### config.mk
export PLATFORM = sky130hd
export DESIGN_NAME = alu_seq_driver
export DESIGN_NICKNAME = d
export VERILOG_FILES = /design/src/rtl/alu_pkg.sv /design/src/rtl/alu_drv_watchdog.sv /design/src/rtl/alu_seq_driver.sv
export SDC_FILE = /design/constraint.sdc
export NUM_CORES = 1
export LEC_CHECK = 0
export BUFFER_PORTS_ARGS = -buffer_cell sky130_fd_sc_hd__buf_4
export CAP_MARGIN = 20
export CORE_ASPECT_RATIO = 1.75
export CORE_UTILIZATION = 42
export DETAILED_ROUTE_END_ITERATION = 16
export PLACE_DENSITY_LB_ADDON = 0.3
export SYNTH_ARGS = -nofsm -noshare
export SYNTH_HDL_FRONTEND = slang
export SYNTH_SLANG_ARGS = --single-unit
### constraint.sdc
create_clock -name clk -period 2.4 [get_ports clk]
set_clock_uncertainty 0.15 [all_clocks]
set_input_delay 0 -clock clk [delete_from_list [all_inputs] [get_ports clk]]
set_output_delay 0 -clock clk [all_outputs]
set_load 0.1 [all_outputs]
### src/rtl/alu_pkg.sv
// Shared definitions for the serial ALU byte protocol: opcodes, sequencer
// state encoding and per-opcode byte counts.
package alu_pkg;

  localparam logic [1:0] ALU_OP_ADD = 2'b00;
  localparam logic [1:0] ALU_OP_SUB = 2'b01;
  localparam logic [1:0] ALU_OP_MUL = 2'b10;
  localparam logic [1:0] ALU_OP_DIV = 2'b11;

  typedef enum logic [2:0] {
    ST_IDLE,
    ST_BEGIN,
    ST_SEND,
    ST_WAIT,
    ST_RECV,
    ST_DONE
  } alu_drv_state_t;

  // Division carries a 16-bit dividend plus a divisor byte.
  function automatic logic [1:0] n_operands(input logic [1:0] op);
    return (op == ALU_OP_DIV) ? 2'd3 : 2'd2;
  endfunction

  // Add/sub return a single byte; mul/div return two.
  function automatic logic [1:0] n_results(input logic [1:0] op);
    return ((op == ALU_OP_ADD) || (op == ALU_OP_SUB)) ? 2'd1 : 2'd2;
  endfunction

endpackage

### src/rtl/alu_drv_watchdog.sv
// Load/enable cycle counter for the WAIT-state watchdog; expired is high on
// the LIMIT-th enabled cycle after a load.
module alu_drv_watchdog #(
  parameter int LIMIT = 64
) (
  input  logic clk,
  input  logic rst_n,
  input  logic load,
  input  logic en,
  output logic expired
);

  localparam int W = (LIMIT > 2) ? $clog2(LIMIT) : 1;
  localparam logic [W-1:0] LAST = W'(LIMIT - 1);

  logic [W-1:0] cnt_reg;

  assign expired = en && (cnt_reg == LAST);

  always_ff @(posedge clk or negedge rst_n) begin
    if (!rst_n) begin
      cnt_reg <= '0;
    end else if (load) begin
      cnt_reg <= '0;
    end else if (en && !expired) begin
      cnt_reg <= cnt_reg + 1'b1;
    end
  end

endmodule

### src/rtl/alu_seq_driver.sv
// Host-side sequencer: serialises one ALU operation onto begin/in/op and
// gathers the result bytes. Watchdog enabled by ALU_SEQ_DRIVER_TIMEOUT_EN.
module alu_seq_driver
  import alu_pkg::*;
#(
  parameter int TIMEOUT_CYC = 64
) (
  input  logic        clk,
  input  logic        rst_n,
  input  logic        start,
  input  logic [1:0]  op,
  input  logic [7:0]  opnd_a,
  input  logic [7:0]  opnd_b,
  input  logic [7:0]  opnd_c,
  output logic        busy,
  output logic        done,
  output logic        err,
  output logic [15:0] result,
  output logic [1:0]  alu_op,
  output logic        alu_begin,
  output logic [7:0]  alu_in,
  input  logic [7:0]  alu_out,
  input  logic        alu_end
);

  alu_drv_state_t state_reg, state_next;
  logic [1:0]  op_reg, op_next;
  logic [7:0]  a_reg, a_next, b_reg, b_next, c_reg, c_next;
  logic [1:0]  cnt_reg, cnt_next;
  logic [7:0]  byte0_reg, byte0_next;
  logic        busy_reg, busy_next;
  logic        done_reg, done_next;
  logic        err_reg, err_next;
  logic [15:0] result_reg, result_next;
  logic        begin_reg, begin_next;
  logic [7:0]  in_reg, in_next;
  logic        timeout_hit;

`ifdef ALU_SEQ_DRIVER_TIMEOUT_EN
  logic wd_load;
  logic wd_en;

  assign wd_load = (state_next == ST_WAIT) && (state_reg != ST_WAIT);
  assign wd_en   = (state_reg == ST_WAIT);

  alu_drv_watchdog #(
    .LIMIT (TIMEOUT_CYC)
  ) u_watchdog (
    .clk     (clk),
    .rst_n   (rst_n),
    .load    (wd_load),
    .en      (wd_en),
    .expired (timeout_hit)
  );
`else
  // No watchdog in this build: WAIT never times out.
  assign timeout_hit = (TIMEOUT_CYC < 0);
`endif

  always_ff @(posedge clk or negedge rst_n) begin
    if (!rst_n) begin
      state_reg  <= ST_IDLE;
      op_reg     <= '0;
      a_reg      <= '0;
      b_reg      <= '0;
      c_reg      <= '0;
      cnt_reg    <= '0;
      byte0_reg  <= '0;
      busy_reg   <= 1'b0;
      done_reg   <= 1'b0;
      err_reg    <= 1'b0;
      result_reg <= '0;
      begin_reg  <= 1'b0;
      in_reg     <= '0;
    end else begin
      state_reg  <= state_next;
      op_reg     <= op_next;
      a_reg      <= a_next;
      b_reg      <= b_next;
      c_reg      <= c_next;
      cnt_reg    <= cnt_next;
      byte0_reg  <= byte0_next;
      busy_reg   <= busy_next;
      done_reg   <= done_next;
      err_reg    <= err_next;
      result_reg <= result_next;
      begin_reg  <= begin_next;
      in_reg     <= in_next;
    end
  end

  always_comb begin
    state_next  = state_reg;
    op_next     = op_reg;
    a_next      = a_reg;
    b_next      = b_reg;
    c_next      = c_reg;
    cnt_next    = cnt_reg;
    byte0_next  = byte0_reg;
    busy_next   = busy_reg;
    done_next   = 1'b0;
    err_next    = 1'b0;
    result_next = result_reg;
    begin_next  = 1'b0;
    in_next     = in_reg;

    unique case (state_reg)
      ST_IDLE: begin
        if (start) begin
          op_next    = op;
          a_next     = opnd_a;
          b_next     = opnd_b;
          c_next     = opnd_c;
          busy_next  = 1'b1;
          begin_next = 1'b1;
          in_next    = 8'h00;
          state_next = ST_BEGIN;
        end
      end
      ST_BEGIN: begin
        in_next    = a_reg;
        cnt_next   = 2'd1;
        state_next = ST_SEND;
      end
      ST_SEND: begin
        // cnt_reg is the number of bytes already on the bus, including this one.
        if (cnt_reg == n_operands(op_reg)) begin
          in_next    = 8'h00;
          state_next = ST_WAIT;
        end else begin
          in_next  = (cnt_reg == 2'd1) ? b_reg : c_reg;
          cnt_next = cnt_reg + 2'd1;
        end
      end
      ST_WAIT: begin
        if (alu_end) begin
          byte0_next = alu_out;
          // Single-byte results finish here so add/sub keep the 5-cycle latency.
          if (n_results(op_reg) == 2'd1) begin
            result_next = {8'h00, alu_out};
            done_next   = 1'b1;
            state_next  = ST_DONE;
          end else begin
            state_next = ST_RECV;
          end
        end else if (timeout_hit) begin
          err_next   = 1'b1;
          busy_next  = 1'b0;
          state_next = ST_IDLE;
        end
      end
      ST_RECV: begin
        // A dropped alu_end means the second byte never came; it reads as zero.
        result_next = {byte0_reg, alu_end ? alu_out : 8'h00};
        done_next   = 1'b1;
        state_next  = ST_DONE;
      end
      ST_DONE: begin
        busy_next  = 1'b0;
        state_next = ST_IDLE;
      end
      default: begin
        state_next = ST_IDLE;
      end
    endcase
  end

  assign busy      = busy_reg;
  assign done      = done_reg;
  assign err       = err_reg;
  assign result    = result_reg;
  assign alu_op    = op_reg;
  assign alu_begin = begin_reg;
  assign alu_in    = in_reg;

endmodule

### After elaboration in Yosys (flattened, before gate mapping)

Index checks and enable logic that the tools add are counted.

* input bits: 38
* register bits: 66
* output and inout port bits: 30

* add/sub/neg operators: 1
* equal/unequal tests: 15
* reduce and logical (&&, ||, !) cells: 14
* mux-type cells: 24

Operators by type and width (number)
* $mux W16: 2
* $mux W8: 4
* $pmux W16 S2: 1
* $pmux W8 S3: 1
* $pmux W3 S5: 1
* $ne A2 B2 Y1 const B: 5
* $reduce_and A2 Y1: 5
* $mux W3: 3
* $mux W1: 7
* $eq A2 B1 Y1 const B: 3
* $eq A3 B2 Y1 const B: 2
* $eq A3 B3 Y1 const B: 2
* $reduce_and A3 Y1: 2
* $reduce_bool A2 Y1: 3
* $mux W2: 2
* $pmux W1 S2: 2
* $pmux W2 S2: 1
* $eq A3 B1 Y1 const B: 1
* $logic_not A3 Y1: 1
* $reduce_bool A3 Y1: 1
* $add A2 B1 Y2 const B: 1
* $eq A2 B2 Y1: 1
* $eq A2 B2 Y1 const B: 1
* $logic_not A2 Y1: 1
* $logic_or A1 B1 Y1: 1

### Depth between registers and ports, before layout

Gate-level depths: netlist (run 1).

* depth in word-level cells: 7
* depth in mapped cells: 5

### Least setup slack after synthesis (run 1)

Ideal clock, no wire load.

* path type: flip-flop to flip-flop
* from: reg op_reg[1] (netlist: alu_op[1])
* to: reg in_reg[0] (netlist: alu_in[0])
* data arrival time: 1860 ps
* setup time: 145 ps
* clock period less this slack: 2155 ps
* stages on the path, launching flop included: 4
* slack: 245 ps
* path buffers: 0
* cells stage by stage: dfrtp_1 > a21boi_0 > o31ai_2 > o211ai_1

* word-level cells in the longest chain between the ends: 5

RTL lines
* start: declaration: line alu_seq_driver.sv:27 `logic [1:0] op_reg, op_next;`
* start signal: assignment: line alu_seq_driver.sv:77 `op_reg <= op_next;`
* $eq A2 B2 Y1: line alu_pkg.sv:21 `return (op == ALU_OP_DIV) ? 2'd3 : 2'd2;`
* $mux W1: line alu_pkg.sv:21
* $eq A2 B2 Y1: line alu_seq_driver.sv:127 `if (cnt_reg == n_operands(op_reg)) begin`
* $mux W8: line alu_seq_driver.sv:127
* $pmux W8 S3: line alu_seq_driver.sv:107 `unique case (state_reg)`
* end signal: assignment: line alu_seq_driver.sv:88 `in_reg <= in_next;`
* end: declaration: line alu_seq_driver.sv:36 `logic [7:0] in_reg, in_next;`

Every way passes these cells.
A chain may end at the register's enable or synchronous reset.

### Worst setup path in the final report (run 1)

* from: reg state_reg[0]
* to: reg c_reg[0]

* word-level cells in the longest chain between the ends: 2

RTL lines
* start: declaration: line alu_seq_driver.sv:26 `alu_drv_state_t state_reg, state_next;`
* start signal: assignment: line alu_seq_driver.sv:76 `state_reg <= state_next;`
* $logic_not A3 Y1: line alu_seq_driver.sv:107
* $reduce_and A2 Y1 (no source line)
* end signal: assignment: line alu_seq_driver.sv:80 `c_reg <= c_next;`
* end: declaration: line alu_seq_driver.sv:28 `logic [7:0] a_reg, a_next, b_reg, b_next, c_reg, c_next;`

Every way passes these cells.

==> impl_metrics.tcl, run 1 <==
set metrics [dict create \
    outcome "complete, no violations" \
    numClockSinks 66 \
    first_global_vias 2292 \
    post_synth.cell_area_avg_um2 12.3 \
    data_required_time_at_the_worst_endpoint_ns 2.46 \
    mostFrequentLayoutCell "buf_4" \
    root_buffer_cell "clkbuf_16" \
    synthArstFlopShare_pct 100 \
    mappedNetlistArea_mm2 0.00288 \
    die_width_um 64.6 \
    worstHoldPathType "input pin to asynchronous set/reset pin" \
    post_synth_edffs 0 \
    die_area_mm2 0.00720 \
    grt_pass1_wl_um 10300 \
    mappedNetlistNets 273 \
    worst_margin_pin_slew_ns 0.810 \
    worstRegToRegCells 3 \
    grt_max_degree 67 \
    rr_endpoint "c_reg[0]$_DFFE_PN0P_" \
    overflow 0 \
    drt_iter0_drc 136 \
    setup_violations 0 \
    critical_path.top_delay_family "flip-flops" \
    number_of_antenna_violations_at_the_first_check_in_global_routing 0 \
    clock_latency_ns 0.33 \
    crit_path_top_delay_cell "dfrtp_1" \
    type_of_the_worst_setup_path "register to register" \
    largest_reg_flops 16 \
    fillers 541 \
    clock_tree_from_tritoncts "built" \
    core-area_mm2 0.00659 \
    routed_via_density 5.25 \
    critical_path_buf_inv_count 1 \
    ctsResizeCount 0 \
    tns_setup_ns 0 \
    drc 0 \
    timing.final.crit_share_pct 77.8 \
    ys_ff_latch 66 \
    commonest_non_fill_non_tap_cells_in_the_layout "buf_4, dfrtp_1, nand2_1, dlygate4sd3_1, mux2_2" \
    synth-warning-count 0 \
    synthFlopType "dfrtp_1" \
    antenna_cells_inserted 0 \
    share_of_cells_above_drive_strength_1_pct 33.6 \
    global_route.usage.total_pct 19.1 \
    crit_path_cell_trace "nor4b_2 -> buf_4 -> mux2_2" \
    chipHeight_um 111 \
    worst_case_register_to_register_setup_slack_ns 0.53 \
    worst-path-max-fanout 28 \
    dr.pass1.iters 4 \
    wl_final_um 6170 \
    initial_utilization_pct 43.7 \
    ctsHtreeMaxLevel 3 \
    cts_max_path_buffers 2 \
    dp_hpwl_um 4100 \
    critical-path-max-stage-delay_ns 0.54 \
    count_of_final_max_slew_check_failures 0 \
    final-hold-violation-count 0 \
    crit_path_start_kind "register" \
    final_net_count 376 \
    syn-instance-count 234 \
    worstPathArrival_ns 1.93 \
    route.vias.total 2225 \
    antenna_violating_nets_post_route 0 \
    max_freq_mhz 536 \
    cts_buffers 9 \
    globalplace.congestion 0.828 \
    portBuffers 66 \
    number_of_maximum_capacitance_violations 0 \
    seq_area_frac_synth_pct 57.4 \
    endpoint_kind_of_the_worst_setup_timing_path "register" \
    rsz0062_at_grt "false" \
    startpoint_of_the_worst_slack_reg_to_reg_timing_path "state_reg[0]$_DFFE_PN0P_" \
    std_cell_rows 39 \
    clk_pin_slew_worst_paths_ns 0.05 \
    wl_per_cell_um 14.6 \
    synth.distinct_cells 37 \
    period_needed_ns 1.87 \
    slew_headroom_pct 46.0 \
    ios 68 \
    flow.area_growth_from_synthesis_pct 42.0 \
    logic_depth_of_the_worst_path_buffers_included 3 \
]
==> synthesized netlist by cell type, types with 2 or more instances <==
library cell	number	area [um^2]
buf_4	3	22.5
dfrtp_1	66	1650
a22o_1	16	140
buf_6	3	33.8
a31oi_1	11	68.8
nor2_1	4	15.0
inv_1	5	18.8
mux2i_1	8	80.1
buf_1	2	7.51
nand2_1	37	139
o21ai_0	3	15.0
o211ai_1	9	67.6
nor4b_1	10	87.6
nor3b_1	2	15.0
and3_1	2	12.5
a21oi_1	3	15.0
buf_2	5	25.0
mux2_2	25	282
clkbuf_1	2	7.51
==> repair_timing <==
action	in CTS	in global routing
hold buffers	37	0
setup buffers	0	0
endpoints found under the hold margin	111	0
==> logic make-up after synthesis <==
kind of cell | count (synthesis) | synth area share (%)
adders and majority gates | 1 | 0.435
DFF | 66 | 57.4
buffers and inverters | 20 | 4.00
muxes | 33 | 12.6
other | 1 | 0.130
AOI/OAI and AO/OA | 50 | 13.3
and+or+nand+nor | 63 | 12.1
==> area by class of cell <==
cell class | instances | area [um^2] | area share, %
flip-flops and latches | 66 | 1650 | 40.4
multi-input cells | 148 | 1120 | 27.3
repair buffers | 107 | 896 | 21.9
clock buffers | 14 | 264 | 6.46
well taps | 82 | 103 | 2.51
clock inverters | 2 | 35.0 | 0.858
inverters | 5 | 18.8 | 0.460
==> layer usage <==
| layer | vias up | GRT usage, % | wire [um] |
|---|---|---|---|
| li1 | 1060 | - | - |
| met1 | 1078 | 20.2 | 2520 |
| met2 | 73 | 32.8 | 3210 |
| met3 | 14 | 5.23 | 278 |
| met4 | 0 | 11.4 | 157 |
| met5 | - | 0 | 0 |
==> metrics by stage <==
stage	hold slack, ns	area, um^2	instances	setup slack, ns	util [%]
2_1_floorplan	-0.446	2880	234	0.245	-
3_3_place_gp	-0.000557	3410	371	0.551	51.8
3_5_place_dp	-0.00132	3410	371	0.515	51.8
4_1_cts	0.199	4080	424	0.503	62.0
5_1_grt	0.258	4080	424	0.432	62.0
6_report	0.160	4080	424	0.533	62.0
==> worst max-delay path by stage <==
stage / start / endpoint / slack, ns
2_1_floorplan: alu_op[1]$_DFFE_PN0P_ / alu_in[0]$_DFFE_PN0P_ / 0.24
6_report: state_reg[0]$_DFFE_PN0P_ / c_reg[0]$_DFFE_PN0P_ / 0.53
5_1_grt: state_reg[2]$_DFFE_PN0P_ / result[5]$_DFFE_PN0P_ / 0.43
3_3_place_gp: state_reg[0]$_DFFE_PN0P_ / a_reg[3]$_DFFE_PN0P_ / 0.55
3_5_place_dp: state_reg[0]$_DFFE_PN0P_ / c_reg[0]$_DFFE_PN0P_ / 0.51
4_1_cts: state_reg[0]$_DFFE_PN0P_ / c_reg[0]$_DFFE_PN0P_ / 0.50
Power of run 1 is not shown: default switching activity piles up to over one toggle a cycle in this logic, so the estimate is an artifact.
==> run 2: changes to the inputs <==
clock period = 1.59 ns   (was 2.4 ns; I/O delays follow)
==> run 2 against run 1 <==
The run now ends with setup timing left. Sequential cell count is the same. First-iteration DRC count increased by 7.4%. Critical path type unchanged. Design area is 11% higher. Highest routed layer unchanged. Utilization is 7.1 points higher. Final cell count is 5.4% higher. Sequential share of layout area fell by 3.9 points. Clock-buffer cell count grew 1.
==> impl_metrics.tcl, run 2 (synthesized netlist as in run 1, its figures left out) <==
set metrics [dict create \
    die_area_mm2 0.00720 \
    wl_final_um 7140 \
    worst-path-max-fanout 7 \
    ios 68 \
    die_width_um 64.6 \
    cts_max_path_buffers 2 \
    chipHeight_um 111 \
    grt_pass1_wl_um 10900 \
    largest_reg_flops 16 \
    worstRegToRegCells 4 \
    dr.pass1.iters 4 \
    commonest_non_fill_non_tap_cells_in_the_layout "buf_4, dfrtp_1, nand2_1, dlygate4sd3_1, mux2_4" \
    layout.cells.non_filler 447 \
    peakVddDrop_mv 1.40 \
    clock_latency_ns 0.33 \
    data_required_time_at_the_worst_endpoint_ns 1.65 \
    overflow 0 \
    first_global_vias 2472 \
    cellPowerDensity_mw_per_mm2 2460 \
    endpoint_kind_of_the_worst_setup_timing_path "register" \
    setup_violations 25 \
    numClockSinks 66 \
    route.vias.total 2352 \
    flow.area_growth_from_synthesis_pct 58.2 \
    worstPathArrival_ns 1.71 \
    timing.final.ws_setup_ns -0.0515 \
    root_buffer_cell "clkbuf_16" \
    core-area_mm2 0.00659 \
    drc 0 \
    rsz0062_at_grt "true" \
    clk_pin_slew_worst_paths_ns 0.05 \
    dp_hpwl_um 4460 \
    type_of_the_worst_setup_path "register to register" \
    mostFrequentLayoutCell "buf_4" \
    worst_case_register_to_register_setup_slack_ns -0.05 \
    final-hold-violation-count 0 \
    cts_buffers 9 \
    dp_worst_setup_slack_ns -0.0660 \
    antenna_violating_nets_post_route 0 \
    count_of_final_max_slew_check_failures 0 \
    period_needed_ns 1.64 \
    outcome "complete, but fails checks" \
    violations "setup timing" \
    initial_utilization_pct 43.7 \
    number_of_antenna_violations_at_the_first_check_in_global_routing 0 \
    portBuffers 66 \
    globalplace.congestion 0.792 \
    max_freq_mhz 609 \
    routed_via_density 5.26 \
    global_route.usage.total_pct 20.2 \
    crit_path_start_kind "register" \
    share_of_cells_above_drive_strength_1_pct 41.1 \
    number_of_maximum_capacitance_violations 0 \
    ctsHtreeMaxLevel 3 \
    timing.final.crit_share_pct 103 \
    wl_per_cell_um 16.0 \
    final_net_count 399 \
    worstHoldPathType "input pin to asynchronous set/reset pin" \
    grt_max_degree 36 \
    clock_tree_from_tritoncts "built" \
    power.static_leakage_uw 0.00216 \
    drt_iter0_drc 146 \
    std_cell_rows 39 \
    place_inst 390 \
    antenna_cells_inserted 0 \
]
[run 2: area by class of cell]
type	instances	area [um^2]
fill	481	2040
sequential	66	1660
multi-input combinational	148	1260
timing repair buffer	130	1180
clock buffer	15	288
tap	82	103
clock inverter	1	30.0
inverter	5	18.8
[run 2: critical path: stages, from the launching register on]
cell and delay, ns:
dfrtp_1 0.42, nor4b_4 0.30, buf_6 0.17, clkbuf_16 0.17, mux2_4 0.30
[run 2: stage by stage]
step,area (um^2),power (uW),hold WS [ns],util (%),setup TNS (ns)
final,4550,11200,0.0366,69.1,-0.847
after global routing,4550,11700,0.0761,69.1,-1.79
after CTS,4410,10900,0.0292,67.0,-0.649
after detailed placement,3710,8720,-0.160,56.3,-1.38
after global placement,3710,8610,-0.166,56.3,-0.127
after floorplan,2970,7200,-0.446,-,-0.522
[run 2: metal layers]
metal,track usage (%),wire length (um)
met1,21.4,2810
met2,34.6,3870
met3,6.45,274
met4,11.0,179
met5,0,0
[run 2: path summary, 6_finish.rpt]
check / to / from
min: result[4]$_DFFE_PN0P_ / rst_n
min reg2reg: byte0_reg[5]$_DFFE_PN0P_ / byte0_reg[5]$_DFFE_PN0P_
max reg2reg: b_reg[1]$_DFFE_PN0P_ / state_reg[2]$_DFFE_PN0P_
max: b_reg[1]$_DFFE_PN0P_ / state_reg[2]$_DFFE_PN0P_
max in group asynchronous: b_reg[5]$_DFFE_PN0P_ / rst_n
min in group clk: byte0_reg[3]$_DFFE_PN0P_ / alu_out[3]
[run 2: power breakdown]
part	switching, uW	internal (uW)
combinational	3740	2360
sequential	546	2490
clock	662	1380
[run 2: what timing repair did]
action / in CTS / in global routing
pin swaps: 0 / 9
resized for setup: 4 / 18
buffers inserted: 0 / 2
hold endpoints to repair: 111 / 0
gates cloned: 0 / 3
setup endpoints to repair: 43 / 44
hold buffers: 37 / 0
(Power assumes the default switching activity.)
==> run 3: changes to the inputs <==
ABC_AREA = 1   (was default)
ABC_CLOCK_PERIOD_IN_PS = 1590   (was default)
==> run 3 against run 2 <==
The run ends with hold timing left. Clock power shrank 6%. Utilization shrank 5.5 points. Design area down 8.6%. Die area decreased by 0.73%. Clock-buffer cell count fell by 6. Sequential cell count is the same. Non-clock buffer count fell by 18. Critical path depth grew 2. Register-to-register slack gained 0.17 ns.
==> impl_metrics.tcl, run 3 <==
set metrics [dict create \
    fillers 578 \
    layout.cells.non_filler 519 \
    antenna_violating_nets_post_route 0 \
    number_of_maximum_capacitance_violations 0 \
    critical-path-max-stage-delay_ns 0.45 \
    dr.pass1.iters 4 \
    post_synth_edffs 0 \
    chipHeight_um 111 \
    type_of_the_worst_setup_path "register to register" \
    tns_setup_ns 0 \
    overflow 0 \
    grt_max_degree 43 \
    cts_buffers 9 \
    postPlaceCellArea_mm2 0.00345 \
    crit_path_cell_trace "inv_2 -> nand2_1 -> nor2_1 -> nand2_1 -> nand3_1 -> nand2_1" \
    final_net_count 471 \
    numClockSinks 66 \
    commonest_non_fill_non_tap_cells_in_the_layout "nand2_1, buf_4, dfrtp_1, inv_1, dlygate4sd3_1" \
    netlist_top_cells_area "dfrtp_1, nand2_1, inv_1" \
    route.vias.total 2440 \
    die_width_um 64.3 \
    worst-path-max-fanout 6 \
    mappedNetlistArea_mm2 0.00286 \
    data_required_time_at_the_worst_endpoint_ns 1.66 \
    first_global_vias 2500 \
    layout.area.seq_mm2 0.00166 \
    synth_commonest_cells "nand2_1, dfrtp_1, inv_1" \
    clock_latency_ns 0.33 \
    core-area_mm2 0.00654 \
    cts_max_path_buffers 2 \
    routed_via_density 4.70 \
    peakVddDrop_mv 0.984 \
    worstPathArrival_ns 1.54 \
    synthFlopType "dfrtp_1" \
    grt_pass1_wl_um 11300 \
    final-hold-violation-count 6 \
    synthArstFlopShare_pct 100 \
    count_of_final_max_slew_check_failures 0 \
    drc 0 \
    wl_final_um 6800 \
    critical_path_buf_inv_count 1 \
    period_needed_ns 1.48 \
    max_freq_mhz 678 \
    root_buffer_cell "clkbuf_16" \
    rsz0062_at_grt "false" \
    worstHoldPathType "input pin to asynchronous set/reset pin" \
    worst_path_most_repeated_cell "nand2_1" \
    timing.final.crit_share_pct 92.8 \
    post_synth.cell_area_avg_um2 8.92 \
    mappedNetlistNets 359 \
    clock_tree_from_tritoncts "built" \
    ys_ff_latch 66 \
    area_taken_by_multi_input_logic_gates_um2 947 \
    outcome "complete, but fails checks" \
    synth-warning-count 0 \
    clk_pin_slew_worst_paths_ns 0.06 \
    place_inst 464 \
    largest_reg_flops 16 \
    die_area_mm2 0.00714 \
    synth.most_common_cell "nand2_1" \
    drt_iter0_drc 134 \
    endpoint_kind_of_the_worst_setup_timing_path "register" \
    ios 68 \
    crit_path_start_kind "register" \
    flow.area_growth_from_synthesis_pct 45.7 \
    initial_utilization_pct 43.7 \
    netlist.top_cell.by_area "dfrtp_1" \
    synth.distinct_cells 27 \
    final_area_mm2 0.00416 \
    worst_case_register_to_register_setup_slack_ns 0.11 \
    ctsHtreeMaxLevel 3 \
    crit_path_top_delay_cell "dfrtp_2" \
    critical_path.top_delay_family "simple AND/OR/NAND/NOR gates" \
    dp_worst_setup_slack_ns 0.0467 \
    portBuffers 66 \
    std_cell_rows 39 \
    power.static_leakage_uw 0.00208 \
    hold_ws_ns -0.00234 \
    share_of_cells_above_drive_strength_1_pct 25.4 \
    violations "hold timing" \
    syn-instance-count 320 \
    global_route.usage.total_pct 20.7 \
    number_of_antenna_violations_at_the_first_check_in_global_routing 0 \
    dp_hpwl_um 4420 \
    globalplace.congestion 0.816 \
    mostFrequentLayoutCell "nand2_1" \
    setup_violations 0 \
    cellPowerDensity_mw_per_mm2 2360 \
    fin_total_pwr_uw 9810 \
    antenna_cells_inserted 0 \
    wl_per_cell_um 13.1 \
    seq_area_frac_synth_pct 57.8 \
    timing.final.ws_setup_ns 0.115 \
    synth_top_area_share_pct 57.8 \
]
==> run 3: cell types whose count changed in the layout (fill, tap and decap cells not counted), moves of 16 or more <==
cell     before  now
a22o_1       16    0
inv_1         5   40
mux2_4       25    0
nand2_1      37   97
nand3_1       0   22
o21ai_0       3   26
==> run 3: cells by family after synthesis <==
kind of cell	Yosys count	synth area share, %
AND/OR/NAND/NOR	142	22.0
flip-flops	66	57.8
buffers and inverters	57	9.07
AO/OA/AOI/OAI	53	10.5
adder cells (fa/ha/maj)	1	0.438
other	1	0.131
==> run 3: cell type report <==
class	count	area share, %
well taps	82	2.47
repair buffers	112	23.5
flip-flops and latches	66	40.0
clock inverters	7	1.68
inverters	46	4.21
clock buffers	9	5.42
multi-input cells	197	22.8
==> run 3: worst register-to-register path, stage by stage (launching register included) <==
cell	delay (ns)
dfrtp_2	0.45
inv_2	0.12
nand2_1	0.08
nor2_1	0.19
nand2_1	0.18
nand3_1	0.14
nand2_1	0.05
==> run 3: routing by layer <==
metal  GRT usage (%)  vias up  routed length [um]
met5               0        -                   0
met4            8.89        0                 112
met3            4.22        8                 251
met2            36.4       61                3720
met1            23.5     1135                2710
li1                -     1236                   -
==> run 3: power by group <==
group | switching, uW | internal, uW
Clock | 718 | 1200
Combinational | 3730 | 1300
Sequential | 396 | 2460
Total | 4850 | 4960
==> run 3: metrics by stage <==
step | hold slack, ns | util, %
6_report | -0.00234 | 63.6
5_1_grt | 0.0380 | 63.6
4_1_cts | 0.0143 | 63.0
3_5_place_dp | -0.189 | 52.8
3_3_place_gp | -0.193 | 52.8
2_1_floorplan | -0.446 | -
==> run 3: final timing paths <==
| path | start | endpoint | depth (start not counted) |
|---|---|---|---|
| worst min-delay path | rst_n | done$_DFF_PN0_ | 2 |
| worst max-delay path | state_reg[2]$_DFFE_PN0P_ | state_reg[1]$_DFFE_PN0P_ | 6 |
| max in group asynchronous | rst_n | state_reg[2]$_DFFE_PN0P_ | 3 |
| min in group clk | opnd_b[0] | b_reg[0]$_DFFE_PN0P_ | 4 |
| worst min register to register | result[5]$_DFFE_PN0P_ | result[5]$_DFFE_PN0P_ | 2 |
| worst max register to register | state_reg[2]$_DFFE_PN0P_ | state_reg[1]$_DFFE_PN0P_ | 6 |
==> run 3: what timing repair did <==
action                                  in CTS  in global routing
gates resized for setup                      0                  6
hold endpoints to repair                   118                  0
hold buffers                                37                  0
endpoints found under the setup margin       0                 21
buffers inserted                             0                  1
